`src/rtl/edge_delay_meter.sv`:
```
// Measures the clock-cycle delay between a reference input transition and the observed output
// reaching the expected level. Each result is delivered over a valid/ready handshake.
module edge_delay_meter #(
  parameter int unsigned CNT_W   = 8,
  parameter int unsigned TIMEOUT = 200
) (
  input  logic             clock,
  input  logic             reset_n,
  input  logic             ref_in,
  input  logic             dut_in,
  input  logic             invert,
  input  logic             enable,
  output logic             meas_valid,
  input  logic             meas_ready,
  output logic [CNT_W-1:0] meas_delay,
  output logic             meas_timeout,
  output logic             meas_overrun,
  output logic             busy,
  output logic [CNT_W-1:0] max_delay,
  output logic [15:0]      meas_count,
  output logic             edge_dropped
);

  typedef enum logic [1:0] {StIdle, StMeasure, StReport} state_e;

  localparam logic [CNT_W-1:0] TimeoutVal = CNT_W'(TIMEOUT);
  localparam logic [CNT_W-1:0] CntOne     = CNT_W'(1);

  state_e           state_q;
  logic             ref_meta_q, ref_s_q, ref_d_q;
  logic             dut_meta_q, dut_s_q;
  logic             target_q;
  logic [CNT_W-1:0] cnt_q;
  logic [CNT_W-1:0] meas_delay_q;
  logic             meas_timeout_q;
  logic             meas_overrun_q;
  logic [CNT_W-1:0] max_delay_q;
  logic [15:0]      meas_count_q;
  logic             edge_dropped_q;

  logic ref_edge;
  logic idle_target;
  logic dut_hit;

  always_comb begin
    ref_edge    = ref_s_q ^ ref_d_q;
    idle_target = ref_s_q ^ invert;
    dut_hit     = (dut_s_q == target_q);
  end

  always_ff @(posedge clock or negedge reset_n) begin
    if (!reset_n) begin
      state_q        <= StIdle;
      ref_meta_q     <= 1'b0;
      ref_s_q        <= 1'b0;
      ref_d_q        <= 1'b0;
      dut_meta_q     <= 1'b0;
      dut_s_q        <= 1'b0;
      target_q       <= 1'b0;
      cnt_q          <= '0;
      meas_delay_q   <= '0;
      meas_timeout_q <= 1'b0;
      meas_overrun_q <= 1'b0;
      max_delay_q    <= '0;
      meas_count_q   <= '0;
      edge_dropped_q <= 1'b0;
    end else begin
      // Equal two-flop latency on both paths keeps the measured offset unbiased.
      ref_meta_q <= ref_in;
      ref_s_q    <= ref_meta_q;
      ref_d_q    <= ref_s_q;
      dut_meta_q <= dut_in;
      dut_s_q    <= dut_meta_q;

      unique case (state_q)
        StIdle: begin
          if (ref_edge && enable) begin
            target_q <= idle_target;
            if (dut_s_q == idle_target) begin
              state_q        <= StReport;
              meas_delay_q   <= '0;
              meas_timeout_q <= 1'b0;
              meas_overrun_q <= 1'b0;
            end else begin
              state_q <= StMeasure;
              cnt_q   <= CntOne;
            end
          end
        end

        StMeasure: begin
          if (ref_edge) begin
            state_q        <= StReport;
            meas_delay_q   <= cnt_q;
            meas_timeout_q <= 1'b0;
            meas_overrun_q <= 1'b1;
          end else if (dut_hit) begin
            state_q        <= StReport;
            meas_delay_q   <= cnt_q;
            meas_timeout_q <= 1'b0;
            meas_overrun_q <= 1'b0;
            if (cnt_q > max_delay_q) max_delay_q <= cnt_q;
          end else if (cnt_q == TimeoutVal) begin
            state_q        <= StReport;
            meas_delay_q   <= TimeoutVal;
            meas_timeout_q <= 1'b1;
            meas_overrun_q <= 1'b0;
          end else begin
            cnt_q <= cnt_q + CntOne;
          end
        end

        StReport: begin
          if (ref_edge) edge_dropped_q <= 1'b1;
          if (meas_ready) begin
            state_q      <= StIdle;
            meas_count_q <= meas_count_q + 16'd1;
          end
        end

        default: state_q <= StIdle;
      endcase
    end
  end

  always_comb begin
    meas_valid   = (state_q == StReport);
    busy         = (state_q != StIdle);
    meas_delay   = meas_delay_q;
    meas_timeout = meas_timeout_q;
    meas_overrun = meas_overrun_q;
    max_delay    = max_delay_q;
    meas_count   = meas_count_q;
    edge_dropped = edge_dropped_q;
  end

endmodule

```
`config.mk`:
```
export PLATFORM = sky130hd
export DESIGN_NAME = edge_delay_meter
export DESIGN_NICKNAME = d
export VERILOG_FILES = /design/src/rtl/edge_delay_meter.sv
export SDC_FILE = /design/constraint.sdc
export NUM_CORES = 1
export LEC_CHECK = 0
export ABC_AREA = 1
export CAP_MARGIN = 5
export CORE_UTILIZATION = 30
export CTS_BUF_LIST = sky130_fd_sc_hd__clkbuf_8 sky130_fd_sc_hd__clkbuf_16
export CTS_CLUSTER_DIAMETER = 40
export DETAILED_ROUTE_END_ITERATION = 8
export GPL_ROUTABILITY_DRIVEN = 1
export PLACE_DENSITY = 0.57
export SYNTH_ARGS = -nofsm -noshare
export SYNTH_HDL_FRONTEND = slang
export SYNTH_SLANG_ARGS = --single-unit
```
`constraint.sdc`:
```
create_clock -name clock -period 1.5 [get_ports clock]
set_clock_uncertainty 0.1 [all_clocks]
set_input_delay 0.3 -clock clock [delete_from_list [all_inputs] [get_ports clock]]
set_output_delay 0.3 -clock clock [all_outputs]
set_load 0.005 [all_outputs]
```
# Yosys cells after proc, flatten, opt, wreduce, memory -nomap -nowiden
# Index checks and enable logic that the tools add are counted.
# word_totals
register_bits	51
in_bits	7
output_inout_bits	37
word_cells	73
# classes
addsub	2
n_lt_le_gt_ge	1
n_eq_ne	13
n_mux	29
n_bitwise	3
n_reduce_logical	11
# ops
cell	n
8-bit two-way mux	10
8-bit one-hot mux with 2 select lines	2
16-bit by 1-bit adder with 16-bit output (second input constant)	1
2-bit two-way mux	6
2-bit inequality test (second input constant)	6
8-bit by 1-bit adder with 8-bit output (second input constant)	1
8-bit == test (second input constant)	1
8-bit greater-than comparator	1
1-bit two-way mux	8
4-bit AND reduction	2
2-bit one-hot mux with 3 select lines	1
2-bit AND reduction	3
6-bit AND reduction	1
4-bit inequality test (second input constant)	1
1-bit one-hot mux with 2 select lines	2
2-bit nonzero test	2
3-bit AND reduction	1
1-bit == test	2
2-bit by 1-bit == test with 1-bit output (second input constant)	1
2-bit == test (second input constant)	1
2-bit zero test	1
2-bit by 1-bit inequality test with 1-bit output (second input constant)	1
1-bit bitwise XOR	2
1-bit logical AND	1
1-bit NOT	1

# Logic depth before layout (Yosys ltp)
# Gate-level depths: netlist of run 1.
# depth
ltp_word	5
mapped_depth	12
ltp_nobuf	11

# Worst setup path before layout of run 1
# OpenSTA, ideal clock, no wires.
# synth_timing
path_type	reg2reg
startpoint	reg cnt_q[1]
endpoint	reg max_delay_q[0], in the netlist max_delay[0]
setup_ps	117
arrival_time_ps	1402
required_ps	1283
setup_slack_ps	-119
path_stages_with_launch	11
path_buffers	0
synth_period_minus_slack_ps	1619
cell_sequence	dfrtp_1 > ha_1 > inv_1 > o21bai_1 > nand2_1 > nand2_1 > nand2_1 > nand2_1 > nand2_4 > nand2_1 > nand2_1
# synth_between
elab_chain_len	2
# synth_rtl
element	line	source
from (decl)	33	logic [CNT_W-1:0] cnt_q;
from (signal assigned)	86	cnt_q <= CntOne;
from (signal assigned)	109	cnt_q <= cnt_q + CntOne;
8-bit greater-than comparator	102	if (cnt_q > max_delay_q) max_delay_q <= cnt_q;
4-bit AND reduction (no line)	-	
to (signal assigned)	102	
to (decl)	37	logic [CNT_W-1:0] max_delay_q;
# No other way between the ends.
# A chain may end at the register's enable or synchronous reset.

# Worst setup path after layout of run 1
# layout_timing
startpoint	reg cnt_q[1]
endpoint	reg meas_delay_q[3], in the netlist meas_delay[3]
# layout_between
elab_chain_len	3
# layout_rtl
element	line	source
8-bit == test	103	end else if (cnt_q == TimeoutVal) begin
4-bit inequality test (no line)	-	
4-bit AND reduction (no line)	-	
to (signal assigned)	94	meas_delay_q <= cnt_q;
to (signal assigned)	99	meas_delay_q <= cnt_q;
to (signal assigned)	105	meas_delay_q <= TimeoutVal;
to (decl)	34	logic [CNT_W-1:0] meas_delay_q;
# No other way between the ends.

==> results of run 1 <==
-- area by class of cell --
type | instances | area [µm²] | share of cell area
multi-input cells | 249 | 1620 | 0.371
flip-flops and latches | 51 | 1280 | 0.294
repair buffers | 126 | 1060 | 0.243
inverters | 48 | 180 | 0.0414
well taps | 108 | 135 | 0.0311
clock buffers | 5 | 68.8 | 0.0158
clock inverters | 3 | 16.3 | 0.00374
-- logic make-up after synthesis --
logic type,Yosys count,synth area share
buf+inv,51,0.0755
simple gates,207,0.340
compound gates,17,0.0355
flops,51,0.464
xor+xnor,11,0.0350
fa+ha+maj,11,0.0500
-- cell usage after synthesis, types with 5 or more instances --
cell / number / area share
a21oi_1: 8 / 0.015
dfrtp_1: 51 / 0.46
xnor2_1: 6 / 0.019
ha_1: 11 / 0.050
nand2_1: 128 / 0.17
xor2_1: 5 / 0.016
nand3_1: 31 / 0.056
nor2_1: 22 / 0.030
inv_1: 45 / 0.061
-- routing by layer --
metal  track usage  up-vias
met1         0.190     1224
met3        0.0293        4
met2         0.256       46
met5             0        -
li1              -     1360
met4        0.0373        0
-- per-stage QoR --
step           instance area (µm²)  setup TNS (ps)  utilization  hold WS [ps]  std cells
2_1_floorplan                 2760            -697            -         -95.6        348
3_3_place_gp                  3680           -8480        0.417           212        546
3_5_place_dp                  3680           -9210        0.417           212        546
4_1_cts                       4060           -1930        0.461           256        581
5_1_grt                       4350           -5450        0.494           259        590
6_report                      4350           -2670        0.494           253        590
-- flip-flops by register name, indices dropped and copies added, names as in the netlist --
name,count
dut_meta_q,1
ref_meta_q,1
edge_dropped,1
ref_s_q,1
meas_count,16
target_q,1
dut_s_q,1
cnt_q,8
max_delay,8
meas_timeout,1
meas_overrun,1
state_q,2
meas_delay,8
ref_d_q,1
-- final timing paths --
check                                          start                         to  slack (ps)
worst max-delay path            cnt_q[1]$_DFFE_PN0P_  meas_delay[3]$_DFFE_PN0P_        -160
worst min-delay path            dut_meta_q$_DFF_PN0_          dut_s_q$_DFF_PN0_         250
worst max register to register  cnt_q[1]$_DFFE_PN0P_  meas_delay[3]$_DFFE_PN0P_        -160
worst min register to register  dut_meta_q$_DFF_PN0_          dut_s_q$_DFF_PN0_         250
max in group asynchronous                    reset_n  meas_count[6]$_DFFE_PN0P_         630
min in group asynchronous                    reset_n   max_delay[0]$_DFFE_PN0P_         410
-- placed cells by master (no fill, tap or decap), types with 2 or more instances in the layout --
cell,instances
a21oi_1,8
buf_4,71
buf_6,13
clkbuf_2,2
clkbuf_8,5
clkdlybuf4s15_1,2
clkdlybuf4s50_1,5
dfrtp_1,50
dlygate4sd2_1,30
ha_1,6
ha_4,4
inv_1,40
inv_2,9
nand2_1,102
nand2_2,24
nand2_4,7
nand3_1,20
nand3_2,12
nand3_4,4
nand3b_1,2
nand4_1,4
nor2_1,6
nor2_2,9
nor2_4,13
nor3_1,2
o21ai_1,3
o21bai_1,4
xnor2_1,6
xor2_1,5
-- report_power, final --
group / switching, µW / internal, µW / total (µW)
registers: 184 / 1630 / 1810
logic: 1700 / 1670 / 3370
clock network: 463 / 321 / 783
total: 2350 / 3620 / 5970
-- critical path, cell delays in order (launching register included) --
cell     delay (ps)
dfrtp_1         420
inv_1            80
ha_2            170
nand2_2          50
nor2_2          100
inv_1            60
nor2_2          140
buf_4           140
nor2_4           50
nor2_4          140
nand3_2          90
nand2_1          60
-- repair_timing --
action | CTS | global route
resized for setup | 81 | 70
setup buffers | 25 | 7
pin swaps | 16 | 30
hold endpoints to repair | 51 | 0
endpoints found under the setup margin | 65 | 43
hold buffers | 1 | 0
cloned | 1 | 2
==> key figures, run 1 <==
Logic synthesis
  – Ys async rst share: 1.00
  – Syn_nets: 366
  – Syn avg cell area: 7.91 µm²
  – Yosys reg bits: 51
  – Synthesized area: 2750 µm²
  – Synth Warn #: 0
  – Sequential-to-total area share from yosys stat: 0.464
  – Predominant post-synthesis flop cell: dfrtp_1
  – Mapped Cells: 348
  – Number of synthesized flops with an enable pin: 0
  – Synth cell types: 27

Place
  – Routability cong.: 0.836
  – Placement Setup Slack: -347 ps
  – Number of buffers added on ports: 43
  – Hpwl dp: 4.73 mm

Route
  – DRC violations left: 6
  – M1 WL: 3.22 mm
  – Post-route antenna net violation count: 0
  – Via-to-Cell Ratio: 4.46
  – DR pass1 iterations: 6
  – Met3 wire len: 276 µm
  – Final WL: approximately 7.1 mm
  – Via count: 2,634
  – Routed WL per cell: 12.0 µm
  – DR iter-0 viols: 121
  – Met2 wire length: 3.55 mm
  – Max Used Layer: met4

Floorplanning
  – IO Pins: 44
  – Die Y: 97.8 µm
  – Standard-cell rows: 34
  – Core area: about 9000 µm²
  – Initial core utilization: 0.313
  – Die ar.: 9560 µm²
  – Die width: a little under 100 µm

Setup path
  – Worst-path fanout max: 5
  – CP Class: register to register
  – Crit path DAT: 1810 ps
  – R2R depth: 11
  – CP endpoint kind: register
  – CP startpoint kind: register
  – Required @ worst endpoint: about 1700 ps

Power and ir drop
  – Pwr Total: 5970 µW
  – VDD IR max: 0.000636 V
  – Static leakage: 0.00237 µW
  – Pwr dens: 1370 nW/µm²

Global routing
  – Global-route wire length before repair: 11.5 mm
  – Tot GR Track Use: 0.148
  – Vias in the first global route: 2,587
  – Initial antenna violation count: 0
  – Global route overflow: 0
  – Largest net degree at the start of global routing: 52

Finish
  – Layout area overhead: 58.1%
  – Filler cells: approximately 850
  – Nets: 499
  – # diodes: 0
  – Share of cells above drive strength 1: 0.382

CTS
  – Clock transition at the registers of the reported paths: 100 ps
  – Clk buf depth: 2
  – Num Clock Sinks: 51
  – CTS buffer count: 5
  – CTS root buf: clkbuf_8
  – TritonCTS clock tree: built
  – H-tree levels: 2
  – Clk Latency, worst-skew pair: about 310 ps

Job
  – Max Cap Viol: 0

Timing
  – Crit share post-route: 1.11
  – Setup violators final: 28
  – Final Hold Viols: 0
  – Max_slew headroom: 0.812
  – Final Max Tran Viols: 0
  – Least-Margin Pin Slew: 282 ps
  – Final worst slack: -161 ps
  – Unrepaired setup endpoints after global routing: true
  – Peak Freq: 602 MHz
  – Crit path time final: 1660 ps

Min path
  – Worst min-delay path class: register to register
  – Hold Path Depth: 0

Run status
  – Outcome: finished with violations
  – Failing checks: DRC, setup timing
Note: power is estimated with default switching activity, not from simulation.
==> run 2: changes to the inputs <==
- CORE_MARGIN: not set -> 2
==> run 2 against run 1 <==
Against the previous run: the flow finishes with violations (setup timing); combinational power up 3%; clock-buffer cell count unchanged; critical path depth unchanged; routed wire length up 9.1%; design area up 1.6%; die area up 4.1%; non-clock buffer count up 6; cell count up 0.85%; worst hold slack better by 4.3 ps; clock power up 10%; sequential share of layout area down 0.42 points; sequential power about the same; critical path type unchanged; highest routed layer unchanged.
==> key figures, run 2 (synthesized netlist as in run 1, its figures left out) <==
CTS
  – Clk buf depth: 2
  – Clk Latency, worst-skew pair: 310 ps
  – CTS buffer count: 5
  – Clock transition at the registers of the reported paths: 100 ps
  – Num Clock Sinks: 51
  – TritonCTS clock tree: built
  – H-tree levels: 2
  – CTS root buf: clkbuf_8

Global routing
  – Global-route wire length before repair: approximately 13 mm
  – Largest net degree at the start of global routing: 52
  – Vias in the first global route: 2,883
  – Global route overflow: 0
  – Tot GR Track Use: 0.161
  – Initial antenna violation count: 0

Route
  – DR pass1 iterations: 4
  – Routed WL per cell: 13.0 µm
  – DR iter-0 viols: 106
  – Final WL: 7.72 mm
  – Post-route antenna net violation count: 0
  – Via count: 2,741
  – Via-to-Cell Ratio: ~4.6
  – DRC violations left: 0

Finish
  – Most frequent cells in the layout: 99 x nand2_1, 74 x buf_4, 49 x dfrtp_1
  – Commonest non-fill, non-tap cell in the layout: nand2_1
  – Layout area overhead: 60.5%
  – Nets: a little over 500
  – Util after Layout: 0.502
  – # diodes: 0
  – Max reg flops: 16
  – Share of cells above drive strength 1: 0.394
  – Finished Layout Cells: 595
  – Filler cells: 821
  – Fin area: around 4400 µm²

Min path
  – Worst min-delay path class: register to register
  – Hold Crit Start: ref_meta_q$_DFF_PN0_
  – Hold Path Depth: 0

Power and ir drop
  – Static leakage: 0.00241 µW
  – VDD IR max: approximately 0.00085 V
  – Pwr dens: 1390 nW/µm²

Setup path
  – CP startpoint kind: register
  – CP startpoint: cnt_q[1]$_DFFE_PN0P_
  – CP endpoint kind: register
  – Crit path DAT: 1750 ps
  – R2R depth: 11
  – CP Class: register to register
  – Required @ worst endpoint: 1620 ps
  – Worst-path fanout max: 6
  – R2r startpoint: cnt_q[1]$_DFFE_PN0P_

Timing
  – Hold WS: 257 ps
  – Crit path time final: 1630 ps
  – Max_slew headroom: 0.806
  – Least-Margin Pin Slew: roughly 290 ps
  – Unrepaired setup endpoints after global routing: true
  – Final worst slack: -131 ps
  – Final Hold Viols: 0
  – Final Max Tran Viols: 0
  – Crit share post-route: 1.09
  – Peak Freq: 613 MHz
  – Setup violators final: 35

Floorplanning
  – Standard-cell rows: 34
  – Die ar.: 9960 µm²
  – Die Y: 99.8 µm
  – Core area: about 9000 µm²
  – IO Pins: 44
  – Initial core utilization: 0.313
  – Die width: approximately 100 µm

Run status
  – Failing checks: setup timing
  – Outcome: finished with violations

Place
  – Post-DP Area: 3680 µm²
  – Routability cong.: 0.880
  – Hpwl dp: 5.06 mm
  – Number of buffers added on ports: 43
  – Inst Count DP: 547
  – Placement Setup Slack: -359 ps

Job
  – Max Cap Viol: 0
==> run 2: final timing paths <==
path	end	slack, ps
worst max-delay path	meas_overrun$_DFFE_PN0P_	-130
max in group asynchronous	meas_count[6]$_DFFE_PN0P_	640
worst max register to register	meas_overrun$_DFFE_PN0P_	-130
min in group asynchronous	max_delay[1]$_DFFE_PN0P_	400
worst min register to register	ref_s_q$_DFF_PN0_	260
worst min-delay path	ref_s_q$_DFF_PN0_	260
==> run 2: worst max-delay path, stage by stage (launching register included) <==
cell,delay [ps]
dfrtp_1,420
inv_1,70
ha_2,170
nand2_2,70
nor2_4,90
inv_2,50
nor2_4,120
inv_2,70
nand2_4,90
nand3_4,130
nand2_2,110
nand2_2,40
==> run 2: area by class of cell <==
type | instances | area (µm²) | share of cell area
multi-input combinational | 248 | 1610 | 0.365
clock buffer | 5 | 68.8 | 0.0156
inverter | 48 | 183 | 0.0413
clock inverter | 3 | 27.5 | 0.00623
timing repair buffer | 132 | 1110 | 0.252
sequential | 51 | 1280 | 0.289
tap | 108 | 135 | 0.0306
==> run 2: what timing repair did <==
action | in CTS | in global routing
hold buffers | 1 | 0
pin swaps | 17 | 26
cloned | 2 | 0
resized for setup | 94 | 68
buffers inserted | 32 | 7
setup endpoints to repair | 66 | 39
endpoints found under the hold margin | 51 | 0
==> run 2: per-stage QoR <==
| step | total power, µW | TNS, ps |
|---|---|---|
| after floorplan | 3070 | -697 |
| after global placement | 4400 | -8490 |
| after detailed placement | 4450 | -9360 |
| after CTS | 5860 | -3090 |
| after global routing | 6590 | -5980 |
| final | 6140 | -2510 |
==> run 2: report_power, final <==
| part | leakage [µW] | switching, µW | internal (µW) |
|---|---|---|---|
| combinational | 0.00169 | 1740 | 1730 |
| sequential | 0.000673 | 183 | 1630 |
| clock | 0.0000467 | 516 | 347 |
==> run 2: metal layers <==
metal / share of wire / global-route usage
met3: 0.033 / 0.0348
met5: 0 / 0
met2: 0.50 / 0.282
met4: 0.014 / 0.0474
met1: 0.45 / 0.199
==> run 3: changes to the inputs <==
- CORE_ASPECT_RATIO: not set -> 1.75
==> run 3 against run 2 <==
Against the previous run: the run still ends with setup timing left; register-to-register slack worse by 40 ps; die area is 0.30% higher; first-iteration DRC count is 47% higher; worst hold slack worse by 5.8 ps; total power is 5.3% higher; maximum frequency is 2.6% lower; non-clock buffer count is 9 lower; design area is 0.14% higher; sequential share of layout area hardly changed; via count hardly changed; global-route usage is 0.20 points higher; largest cell class unchanged.
==> key figures, run 3 (synthesized netlist as in run 1, its figures left out) <==
Route
  – DR iter-0 viols: 156
  – DR pass1 iterations: 4
  – Via-to-Cell Ratio: between 4 and 5
  – Routed WL per cell: 13.6 µm
  – DRC violations left: 0
  – Final WL: 8.12 mm
  – Via count: 2,739
  – Post-route antenna net violation count: 0

Floorplanning
  – Die width: 76.4 µm
  – Core area: 8980 µm²
  – Standard-cell rows: 46
  – Initial core utilization: 0.307
  – Die ar.: 9990 µm²
  – Die Y: around 130 µm
  – IO Pins: 44

Finish
  – Footprint of the multi-input gates: 1590 µm²
  – Most frequent cells in the layout: 102 x nand2_1, 62 x buf_4, 49 x dfrtp_1
  – Share of cells above drive strength 1: 0.366
  – # diodes: 0
  – Commonest non-fill, non-tap cell in the layout: nand2_1
  – Max reg flops: 16
  – Nets: about 500
  – FF+latch area: 1280 µm²
  – Filler cells: 880
  – Layout area overhead: 60.8%

Setup path
  – Required @ worst endpoint: roughly 1600 ps
  – Critical Path Sink: cnt_q[0]$_DFFE_PN0P_
  – R2R depth: 10
  – Setup slack, reg-to-reg: -170 ps
  – R2r startpoint: cnt_q[1]$_DFFE_PN0P_
  – CP endpoint kind: register
  – Reg2Reg Capture Point: cnt_q[0]$_DFFE_PN0P_
  – Crit path DAT: 1760 ps
  – CP Class: register to register
  – CP startpoint: cnt_q[1]$_DFFE_PN0P_
  – CP startpoint kind: register
  – Worst-path fanout max: 4

Min path
  – Worst min-delay path class: register to register

Power and ir drop
  – Pwr dens: 1460 nW/µm²
  – Pwr Total: 6470 µW
  – VDD IR max: 0.00108 V
  – Static leakage: 0.00241 µW

CTS
  – CTS buffer count: 5
  – Clk Latency, worst-skew pair: 290 ps
  – Clock transition at the registers of the reported paths: ~60 ps
  – Clk buf depth: 2
  – CTS root buf: clkbuf_16
  – Num Clock Sinks: 51
  – H-tree levels: 2
  – TritonCTS clock tree: built

Job
  – Max Cap Viol: 0

Global routing
  – Initial antenna violation count: 0
  – Largest net degree at the start of global routing: 52
  – Tot GR Track Use: 0.163
  – Global route overflow: 0
  – Global-route wire length before repair: 12.8 mm
  – Vias in the first global route: 2,762

Timing
  – Final Hold Viols: 0
  – Crit path time final: 1670 ps
  – Final worst slack: -175 ps
  – Unrepaired setup endpoints after global routing: true
  – Least-Margin Pin Slew: 294 ps
  – Hold WS: 252 ps
  – Crit share post-route: 1.12
  – Setup violators final: 30
  – Final Max Tran Viols: 0
  – Peak Freq: approximately 600 MHz
  – Max_slew headroom: 0.804

Place
  – Hpwl dp: 5.42 mm
  – Routability cong.: 0.863
  – Number of buffers added on ports: 43

Run status
  – Failing checks: setup timing
  – Outcome: finished with violations
## run 3: changes by cell type in the layout (fill, tap and decap cells not counted), sizes merged
cell	delta
buf	-11
dlygate4sd2	+5
clkdlybuf4s15	-4
clkbuf	+1
clkinv	+1
inv	-1
## run 3: worst min path at each step
stage | start | cells past startpoint | to
final | ref_meta_q$_DFF_PN0_ | 0 | ref_s_q$_DFF_PN0_
after global routing | ref_meta_q$_DFF_PN0_ | 0 | ref_s_q$_DFF_PN0_
after CTS | ref_meta_q$_DFF_PN0_ | 0 | ref_s_q$_DFF_PN0_
after detailed placement | reset_n | 2 | max_delay[0]$_DFFE_PN0P_
after global placement | reset_n | 2 | max_delay[0]$_DFFE_PN0P_
after floorplan | reset_n | 0 | cnt_q[0]$_DFFE_PN0P_
## run 3: repair_timing
item	4_1_cts	5_1_grt
endpoints found under the setup margin	69	46
gates resized for setup	93	58
pin swaps	28	28
hold buffers	1	0
gates cloned	2	0
buffers inserted	28	4
endpoints found under the hold margin	51	0
## run 3: area by class of cell
class / instances / share of cell area
Sequential cell: 51 / 0.289
Clock buffer: 5 / 0.0283
Clock inverter: 3 / 0.00368
Multi-Input combinational cell: 248 / 0.360
Tap cell: 120 / 0.0339
Timing Repair Buffer: 123 / 0.242
Inverter: 48 / 0.0430
## run 3: routing by layer
layer / up-vias / global-route usage / routed length (µm)
met4: 0 / 0.0749 / 314
met2: 65 / 0.334 / 4690
li1: 1341 / - / -
met3: 22 / 0.0268 / 287
met1: 1311 / 0.156 / 2820
met5: - / 0 / 0
## run 3: critical path: stages, from the launching register on
cell and delay, ps:
dfrtp_1 410, inv_1 70, ha_2 180, nand2_2 60, nor2_4 100, nand4_1 170, nand2_2 130, nor2_4 60
buf_6 130, nand3b_1 90, nand2_1 60
## run 3: per-stage QoR
stage / cell area (µm²) / utilization / setup TNS [ps] / std cells / setup WS, ps
3_5_place_dp: 3710 / 0.413 / -10140 / 559 / -344
5_1_grt: 4430 / 0.493 / -5370 / 598 / -230
3_3_place_gp: 3710 / 0.413 / -9420 / 559 / -300
4_1_cts: 4260 / 0.474 / -3130 / 598 / -144
2_1_floorplan: 2760 / - / -697 / 348 / -46.6
6_report: 4430 / 0.493 / -2740 / 598 / -175
## run 3: where the power goes
part	internal [µW]	switching, µW
logic	1710	1800
clock network	610	514
registers	1640	195
